$ cat config.mk
export PLATFORM = sky130hd
export DESIGN_NAME = mux_scan_ctrl_flat
export DESIGN_NICKNAME = d
export VERILOG_FILES = /design/src/rtl/mux_scan_if.sv /design/src/rtl/mux_scan_ctrl.sv /design/src/flat_wrapper.sv
export SDC_FILE = /design/constraint.sdc
export NUM_CORES = 1
export LEC_CHECK = 0
export CAP_MARGIN = 20
export CORE_UTILIZATION = 45
export CTS_BUF_LIST = sky130_fd_sc_hd__clkbuf_8
export DETAILED_ROUTE_END_ITERATION = 10
export GPL_TIMING_DRIVEN = 0
export PLACE_DENSITY = 0.67
export SYNTH_ARGS = -nofsm -noshare
export SYNTH_HDL_FRONTEND = slang
export SYNTH_SLANG_ARGS = --single-unit
export TNS_END_PERCENT = 10
$ cat constraint.sdc
create_clock -name clk -period 3.4 [get_ports clk]
set_input_delay 0.34 -clock clk [delete_from_list [all_inputs] [get_ports clk]]
set_output_delay 0.34 -clock clk [all_outputs]
set_load 0.01 [all_outputs]
$ cat src/rtl/mux_scan_if.sv
// mux_scan_if: handshake and data bundle between mux_scan_ctrl and its environment.
// Optional macro MUX_SCAN_CONT_EN adds the `stop` request used by continuous scanning.
//
// Signal roles:
//   start  - scan request, acted on only while the sequencer is idle (level, no ready).
//   mask   - channel enables, captured together with an accepted start.
//   y      - mux output, combinational from s.
//   s      - registered mux select.
//   busy   - high while a channel is settling or being captured.
//   done   - single-cycle completion pulse, one per pass.
//   sample - captured y per channel; disabled channels read 0.
//   stop   - (continuous mode) ends scanning after the current pass.
interface mux_scan_if;
    logic       start;
    logic [3:0] mask;
    logic       y;
    logic [1:0] s;
    logic       busy;
    logic       done;
    logic [3:0] sample;
`ifdef MUX_SCAN_CONT_EN
    logic       stop;

    modport master (output start, mask, y, stop, input s, busy, done, sample);
    modport slave  (input start, mask, y, stop, output s, busy, done, sample);
`else
    modport master (output start, mask, y, input s, busy, done, sample);
    modport slave  (input start, mask, y, output s, busy, done, sample);
`endif
endinterface

$ cat src/rtl/mux_scan_ctrl.sv
// mux_scan_ctrl: steps a 4:1 mux select through the enabled channels in
// ascending order, waits DWELL settle cycles on each, then captures y.
// Optional macro MUX_SCAN_CONT_EN: repeat passes until `stop` is seen.
module mux_scan_ctrl #(
    parameter int DWELL = 4,
    parameter int CNT_W = 8
) (
    input  logic       clk,
    input  logic       rst_n,
    mux_scan_if.slave  bus,
    output logic [1:0] dbg_state
);

    typedef enum logic [1:0] {
        ST_IDLE    = 2'd0,
        ST_SETTLE  = 2'd1,
        ST_CAPTURE = 2'd2,
        ST_DONE    = 2'd3
    } state_e;

    localparam logic [CNT_W-1:0] CNT_RELOAD = CNT_W'(DWELL - 1);

    state_e           state_q, state_d;
    logic [1:0]       s_q, s_d;
    logic [CNT_W-1:0] cnt_q, cnt_d;
    logic [3:0]       mask_q, mask_d;
    logic [3:0]       sample_q, sample_d;
`ifdef MUX_SCAN_CONT_EN
    logic             stop_q, stop_d;
`endif

    // Lowest set bit of m at or above position from; result is {found, index}.
    function automatic logic [2:0] first_from(input logic [3:0] m, input logic [1:0] from);
        logic [2:0] r;
        r = 3'b000;
        for (int k = 3; k >= 0; k--) begin
            if (m[k] && (k >= int'(from))) begin
                r = {1'b1, 2'(k)};
            end
        end
        return r;
    endfunction

    logic [2:0] first_req;   // lowest channel of the incoming mask
    logic [2:0] next_ch;     // next enabled channel above the current select
    assign first_req = first_from(bus.mask, 2'd0);
    assign next_ch   = (s_q == 2'd3) ? 3'b000 : first_from(mask_q, s_q + 2'd1);
`ifdef MUX_SCAN_CONT_EN
    logic [2:0] first_lat;   // lowest channel of the latched mask, for the next pass
    assign first_lat = first_from(mask_q, 2'd0);
`endif

    // State and datapath registers; reset aborts any scan in progress.
    always_ff @(posedge clk or negedge rst_n) begin
        if (!rst_n) begin
            state_q  <= ST_IDLE;
            s_q      <= 2'b00;
            cnt_q    <= '0;
            mask_q   <= 4'b0000;
            sample_q <= 4'b0000;
`ifdef MUX_SCAN_CONT_EN
            stop_q   <= 1'b0;
`endif
        end else begin
            state_q  <= state_d;
            s_q      <= s_d;
            cnt_q    <= cnt_d;
            mask_q   <= mask_d;
            sample_q <= sample_d;
`ifdef MUX_SCAN_CONT_EN
            stop_q   <= stop_d;
`endif
        end
    end

    // Next-state logic: select stepping, dwell counting and capture.
    always_comb begin
        state_d  = state_q;
        s_d      = s_q;
        cnt_d    = cnt_q;
        mask_d   = mask_q;
        sample_d = sample_q;
`ifdef MUX_SCAN_CONT_EN
        stop_d   = stop_q;
`endif
        case (state_q)
            ST_IDLE: begin
                if (bus.start) begin
                    // An empty mask is latched too so a later pass decision never sees a stale mask.
                    mask_d   = bus.mask;
                    sample_d = 4'b0000;
`ifdef MUX_SCAN_CONT_EN
                    stop_d   = 1'b0;
`endif
                    if (first_req[2]) begin
                        s_d     = first_req[1:0];
                        cnt_d   = CNT_RELOAD;
                        state_d = ST_SETTLE;
                    end else begin
                        state_d = ST_DONE;
                    end
                end
            end
            ST_SETTLE: begin
`ifdef MUX_SCAN_CONT_EN
                stop_d = stop_q | bus.stop;
`endif
                if (cnt_q == '0) begin
                    state_d = ST_CAPTURE;
                end else begin
                    cnt_d = cnt_q - 1'b1;
                end
            end
            ST_CAPTURE: begin
`ifdef MUX_SCAN_CONT_EN
                stop_d = stop_q | bus.stop;
`endif
                sample_d[s_q] = bus.y;
                if (next_ch[2]) begin
                    s_d     = next_ch[1:0];
                    cnt_d   = CNT_RELOAD;
                    state_d = ST_SETTLE;
                end else begin
                    state_d = ST_DONE;
                end
            end
            ST_DONE: begin
`ifdef MUX_SCAN_CONT_EN
                // Another pass unless stop was seen at any point of this one.
                stop_d = 1'b0;
                if (!(stop_q || bus.stop) && first_lat[2]) begin
                    s_d     = first_lat[1:0];
                    cnt_d   = CNT_RELOAD;
                    state_d = ST_SETTLE;
                end else begin
                    state_d = ST_IDLE;
                end
`else
                state_d = ST_IDLE;
`endif
            end
            default: state_d = ST_IDLE;
        endcase
    end

    assign bus.s      = s_q;
    assign bus.busy   = (state_q == ST_SETTLE) || (state_q == ST_CAPTURE);
    assign bus.done   = (state_q == ST_DONE);
    assign bus.sample = sample_q;
    assign dbg_state  = state_q;

endmodule

$ cat src/flat_wrapper.sv
// flat-port wrapper written by rule: the top's interface ports become plain ports
module mux_scan_ctrl_flat 
#(
    parameter int DWELL = 4,
    parameter int CNT_W = 8
)
  (clk, rst_n, dbg_state, bus_start, bus_mask, bus_y, bus_s, bus_busy, bus_done, bus_sample);
  mux_scan_if bus_i ();
  input  logic clk;
  input  logic rst_n;
  output logic [1:0] dbg_state;
  input wire logic [$bits(bus_i.start)-1:0] bus_start;
  input wire logic [$bits(bus_i.mask)-1:0] bus_mask;
  input wire logic [$bits(bus_i.y)-1:0] bus_y;
  output wire logic [$bits(bus_i.s)-1:0] bus_s;
  output wire logic [$bits(bus_i.busy)-1:0] bus_busy;
  output wire logic [$bits(bus_i.done)-1:0] bus_done;
  output wire logic [$bits(bus_i.sample)-1:0] bus_sample;
  assign bus_i.start = bus_start;
  assign bus_i.mask = bus_mask;
  assign bus_i.y = bus_y;
  assign bus_s = bus_i.s;
  assign bus_busy = bus_i.busy;
  assign bus_done = bus_i.done;
  assign bus_sample = bus_i.sample;
  mux_scan_ctrl #(.DWELL(DWELL), .CNT_W(CNT_W)) u_core (.clk(clk), .rst_n(rst_n), .bus(bus_i), .dbg_state(dbg_state));
endmodule
# Word level (Yosys, flattened, before mapping)
# Index checks and enable logic that the tools add are counted.
totals:
  regBits: 20
  input_bits: 8
  out_inout_bits: 10
  wordCells: 63
classes:
  addsub: 2
  order_cmp: 5
  eq_ne: 9
  mux: 28
  n_reduce_logical: 14
op_table:
  columns: ["op", "count"]
  rows:
  - ["$mux W8", 4]
  - ["$mux W3", 9]
  - ["$pmux W8 S3", 1]
  - ["$mux W2", 7]
  - ["$logic_not A8 Y1", 1]
  - ["$pmux W2 S4", 1]
  - ["$pmux W4 S2", 1]
  - ["$sub A8 B1 Y8 const B", 1]
  - ["$eq A2 B2 Y1 const B", 3]
  - ["$ne A2 B1 Y1 const B", 3]
  - ["$reduce_and A2 Y1", 3]
  - ["$reduce_and A5 Y1", 1]
  - ["$bwmux W4", 1]
  - ["$ge A1 B2 Y1 const A", 2]
  - ["$logic_and A1 B1 Y1", 4]
  - ["$mux W4", 1]
  - ["$ne A2 B2 Y1 const B", 2]
  - ["$pmux W2 S2", 1]
  - ["$reduce_and A4 Y1", 1]
  - ["$lt A2 B3 Y1 const B", 1]
  - ["$reduce_bool A3 Y1", 1]
  - ["$add A2 B1 Y2 const B", 1]
  - ["$demux W1 S2", 1]
  - ["$eq A2 B1 Y1 const B", 1]
  - ["6 further kinds", 6]

# Logic depth before layout (Yosys ltp)
depth:
  word_depth: 9
  mapped_depth: 8
  ltp_nobuf: 6

# Least setup slack after synthesis
# Ideal clock, no wire load.
synth_timing:
  path_kind: "register to register"
  start: "register u_core.state_q[0] (netlist: u_core.dbg_state[0])"
  end: "register u_core.cnt_q[0]"
  setup_time_ps: 125
  arrival_ps: 2056
  t_required_ps: 3275
  setup_slack_ps: 1219
  path_stages_with_launch: 9
  path_buffers: 2
  cell_sequence: "dfrtp_1 > inv_1 > ha_1 > buf_6 > nor2b_4 > a311o_4 > or3_1 > buf_6 > mux2_4"
synth_via:
  elab_chain_len: 3
  elab_cells_between_ends: 10
synth_lines:
  columns: ["element", "line", "text"]
  rows:
  - ["start: declaration", "mux_scan_ctrl.sv:23", "state_e state_q, state_d;"]
  - ["start signal: assignment", "mux_scan_ctrl.sv:65", "state_q <= state_d;"]
  - ["$eq A2 B1 Y1, or another cell as far along", "mux_scan_ctrl.sv:86", "case (state_q)"]
  - ["$ne A2 B2 Y1 (no line), or another cell as far along", null, null]
  - ["$reduce_and A5 Y1 (no line)", null, null]
  - ["end signal: assignment", "mux_scan_ctrl.sv:67", "cnt_q <= cnt_d;"]
  - ["end: declaration", "mux_scan_ctrl.sv:25", "logic [CNT_W-1:0] cnt_q, cnt_d;"]
# Parallel ways exist; a longest one is shown, timed or not.
# A chain may end at the register's enable or synchronous reset.

# Worst setup path in the final report
layout_timing:
  start: "register u_core.state_q[0] (netlist: u_core.dbg_state[0])"
  end: "register u_core.cnt_q[1]"
# The elaborated chain is that of the path after synthesis.

==> results.ini <==
[setup_path]
reg2reg_slack_ns=0.96
worstReg2RegEnd=u_core.cnt_q[1]
arrival_ns=2.58
cp.required_ns=3.54
startpoint_type=flip-flop
rr_worst_depth=8
worstPathMaxFanout=10
path_class=reg -> reg
timing.rr.start=u_core.dbg_state[0]
critPathCaptureType=flip-flop

[finish]
stdcell_area_sq_um=1600
layout.nets=175
num_antenna_cells=0
finalNonFillerCells=187
final_util_pct=57.1
syn2layout_area_growth_pct=18.9
drive_above_1_share_pct=14.1

[floorplan]
die_w_um=56.7
ios=18
initial_core_util_pct=48.0
die_h_um=56.7
rows=19
dieArea_sq_um=3220
core_area_sq_um=2810

[sta]
min_period_ns=2.44
max_slew_margin_pct=38.5
worst_pin_slew_ns=0.919
fin_skew_ns=0.00156
finalHoldViolCount=0
period_share_pct=71.7
rsz0062_at_grt=false
fin_tns_setup_ns=0
slew_viol_final=0
fmax_mhz=410
setup_viol=0

[synth]
synth_area_sq_um=1350
synthCells=135
synth_seq_area_share_pct=35.3
ys_types=43
synth_warnings=0
ys.flop_type=dfrtp_1
ys_seq_elements=19
synth_edf_count=0
syn_area_per_cell_sq_um=9.98
async_flop_share_pct=100
synth_fp_nets=153

[route]
avgRoutedWirePerCell_um=15.7
vias=1097
wirelength_mm=2.93
drc=9
post_drt_via_cell_ratio=5.87
dr.pass1.iters=7
drt-initial-drc-count=47
ant_nets=0

[place]
post_dp_cell_area_sq_um=1560
place.gp.congestion=0.771
dp_cells=183
hpwlAfterDp_mm=2.22
port_buffers=17

[cts]
cts_tree=built
cts.sinks=19
htreeDepth=1
ctsRootBufferMaster=clkbuf_8
clk_path_buf_depth=2
clock_latency_ns=0.25
post_cts.repair.setup_buffers=0
clk_pin_slew_ns=0.07
cts_resized=0
cts_buffers=3
cts_hold_buf=0

[power_and_ir_drop]
peakVddDrop_uv=354
total_power_mw=1.33
p_leak_nw=0.735
power.density_nw_per_um2=829

[global_routing]
grt_pass1_wl_mm=4.96
antenna_found_initial=0
grt_pass1_vias=1109
grt_usage_pct=20.1
grt-ovfl-total=0
grt_max_degree=20

[job]
drv_cap=0

[hold_path]
hold_path.class=reg -> reg
hold_path_depth=1
hp-start=u_core.mask_q[1]
hold_end=u_core.mask_q[1]

[status]
outcome=finished, violations left
violations=design-rule violations

## cell usage after synthesis (all sizes together), types with 2 or more instances
cell	number	area (sq um)
mux2i	3	30.0
buf	4	31.3
nand3b	5	37.5
o21ai	4	20.0
nor2b	4	32.5
o211ai	3	22.5
dfrtp	19	475
mux2	7	86.3
nand2	13	48.8
nor3	2	10.0
o31ai	5	37.5
ha	10	125
or3	2	12.5
o221ai	5	43.8
nor2	7	26.3
and3	5	32.5
nand3	3	15.0
a21oi	4	20.0
nand2b	4	25.0
inv	8	30.0
o32a	2	21.3
## per-layer routing
metal	wire (um)	vias up	track usage, %	share of wire, %
li1	-	542	-	-
met1	1260	537	23.8	43
met2	1570	14	36.4	54
met3	61	4	3.00	2.1
met4	32	0	7.14	1.1
met5	0	-	0	0
## area by class of cell
| type | count | area, sq um |
|---|---|---|
| Buffer | 6 | 45.0 |
| Clock buffer | 3 | 41.3 |
| Clock inverter | 1 | 5.00 |
| Fill cell | 245 | 1200 |
| Inverter | 8 | 30.0 |
| Multi-Input combinational cell | 102 | 797 |
| Sequential cell | 19 | 475 |
| Tap cell | 31 | 38.8 |
| Timing Repair Buffer | 17 | 170 |
## sequential cells by signal, indices dropped and copies added (netlist names)
signal,count
u_core.dbg_state,2
u_core.cnt_q,8
u_core.bus.s,2
u_core.mask_q,3
u_core.bus.sample,4
## where the power goes
group	leakage (nW)	switching (mW)	internal (mW)
Combinational	0.469	0.391	0.398
Sequential	0.241	0.0800	0.302
Clock	0.0255	0.0774	0.0814
Total	0.735	0.548	0.781
## worst max-delay path, cell delays in order (launching register included)
cell,delay [ns]
dfrtp_1,0.43
inv_1,0.10
ha_1,0.14
buf_2,0.19
inv_1,0.17
o41ai_4,0.66
or3_1,0.21
buf_6,0.13
mux2_4,0.30
## metrics by stage
| stage | worst slack (ns) | hold WS (ns) |
|---|---|---|
| after global routing | 0.783 | 0.543 |
| after detailed placement | 0.968 | 0.502 |
| after CTS | 0.969 | 0.520 |
| final | 0.963 | 0.521 |
| after floorplan | 1.22 | 0.0444 |
| after global placement | 1.02 | 0.501 |
## how the worst max path moves through the flow
stage,slack (ns),cells past startpoint,from,end
3_3_place_gp,1.02,8,u_core.dbg_state[0],u_core.cnt_q[0]
5_1_grt,0.78,8,u_core.dbg_state[0],u_core.cnt_q[0]
4_1_cts,0.97,8,u_core.dbg_state[0],u_core.cnt_q[0]
2_1_floorplan,1.22,8,u_core.dbg_state[0],u_core.cnt_q[0]
6_report,0.96,8,u_core.dbg_state[0],u_core.cnt_q[1]
3_5_place_dp,0.97,8,u_core.dbg_state[0],u_core.cnt_q[0]
## cell families after synthesis
| logic type | share of synthesized area (%) |
|---|---|
| adders and majority gates | 9.29 |
| DFF | 35.3 |
| buffers and inverters | 5.57 |
| AOI/OAI and AO/OA | 20.6 |
| and+or+nand+nor | 20.6 |
| muxes | 8.63 |
## cells in the final DEF (no fill, tap or decap), drive strengths merged, types with 4 or more instances in the layout
cell / count
nand2: 13
o221ai: 5
mux2: 7
nand3b: 5
o21ai: 4
nand2b: 4
buf: 4
dfrtp: 19
ha: 10
o31ai: 5
clkdlybuf4s50: 17
nor2: 7
clkbuf: 4
and3: 5
inv: 8
nor2b: 4
a21oi: 4
No activity file was read; power rests on OpenSTA's default activity.
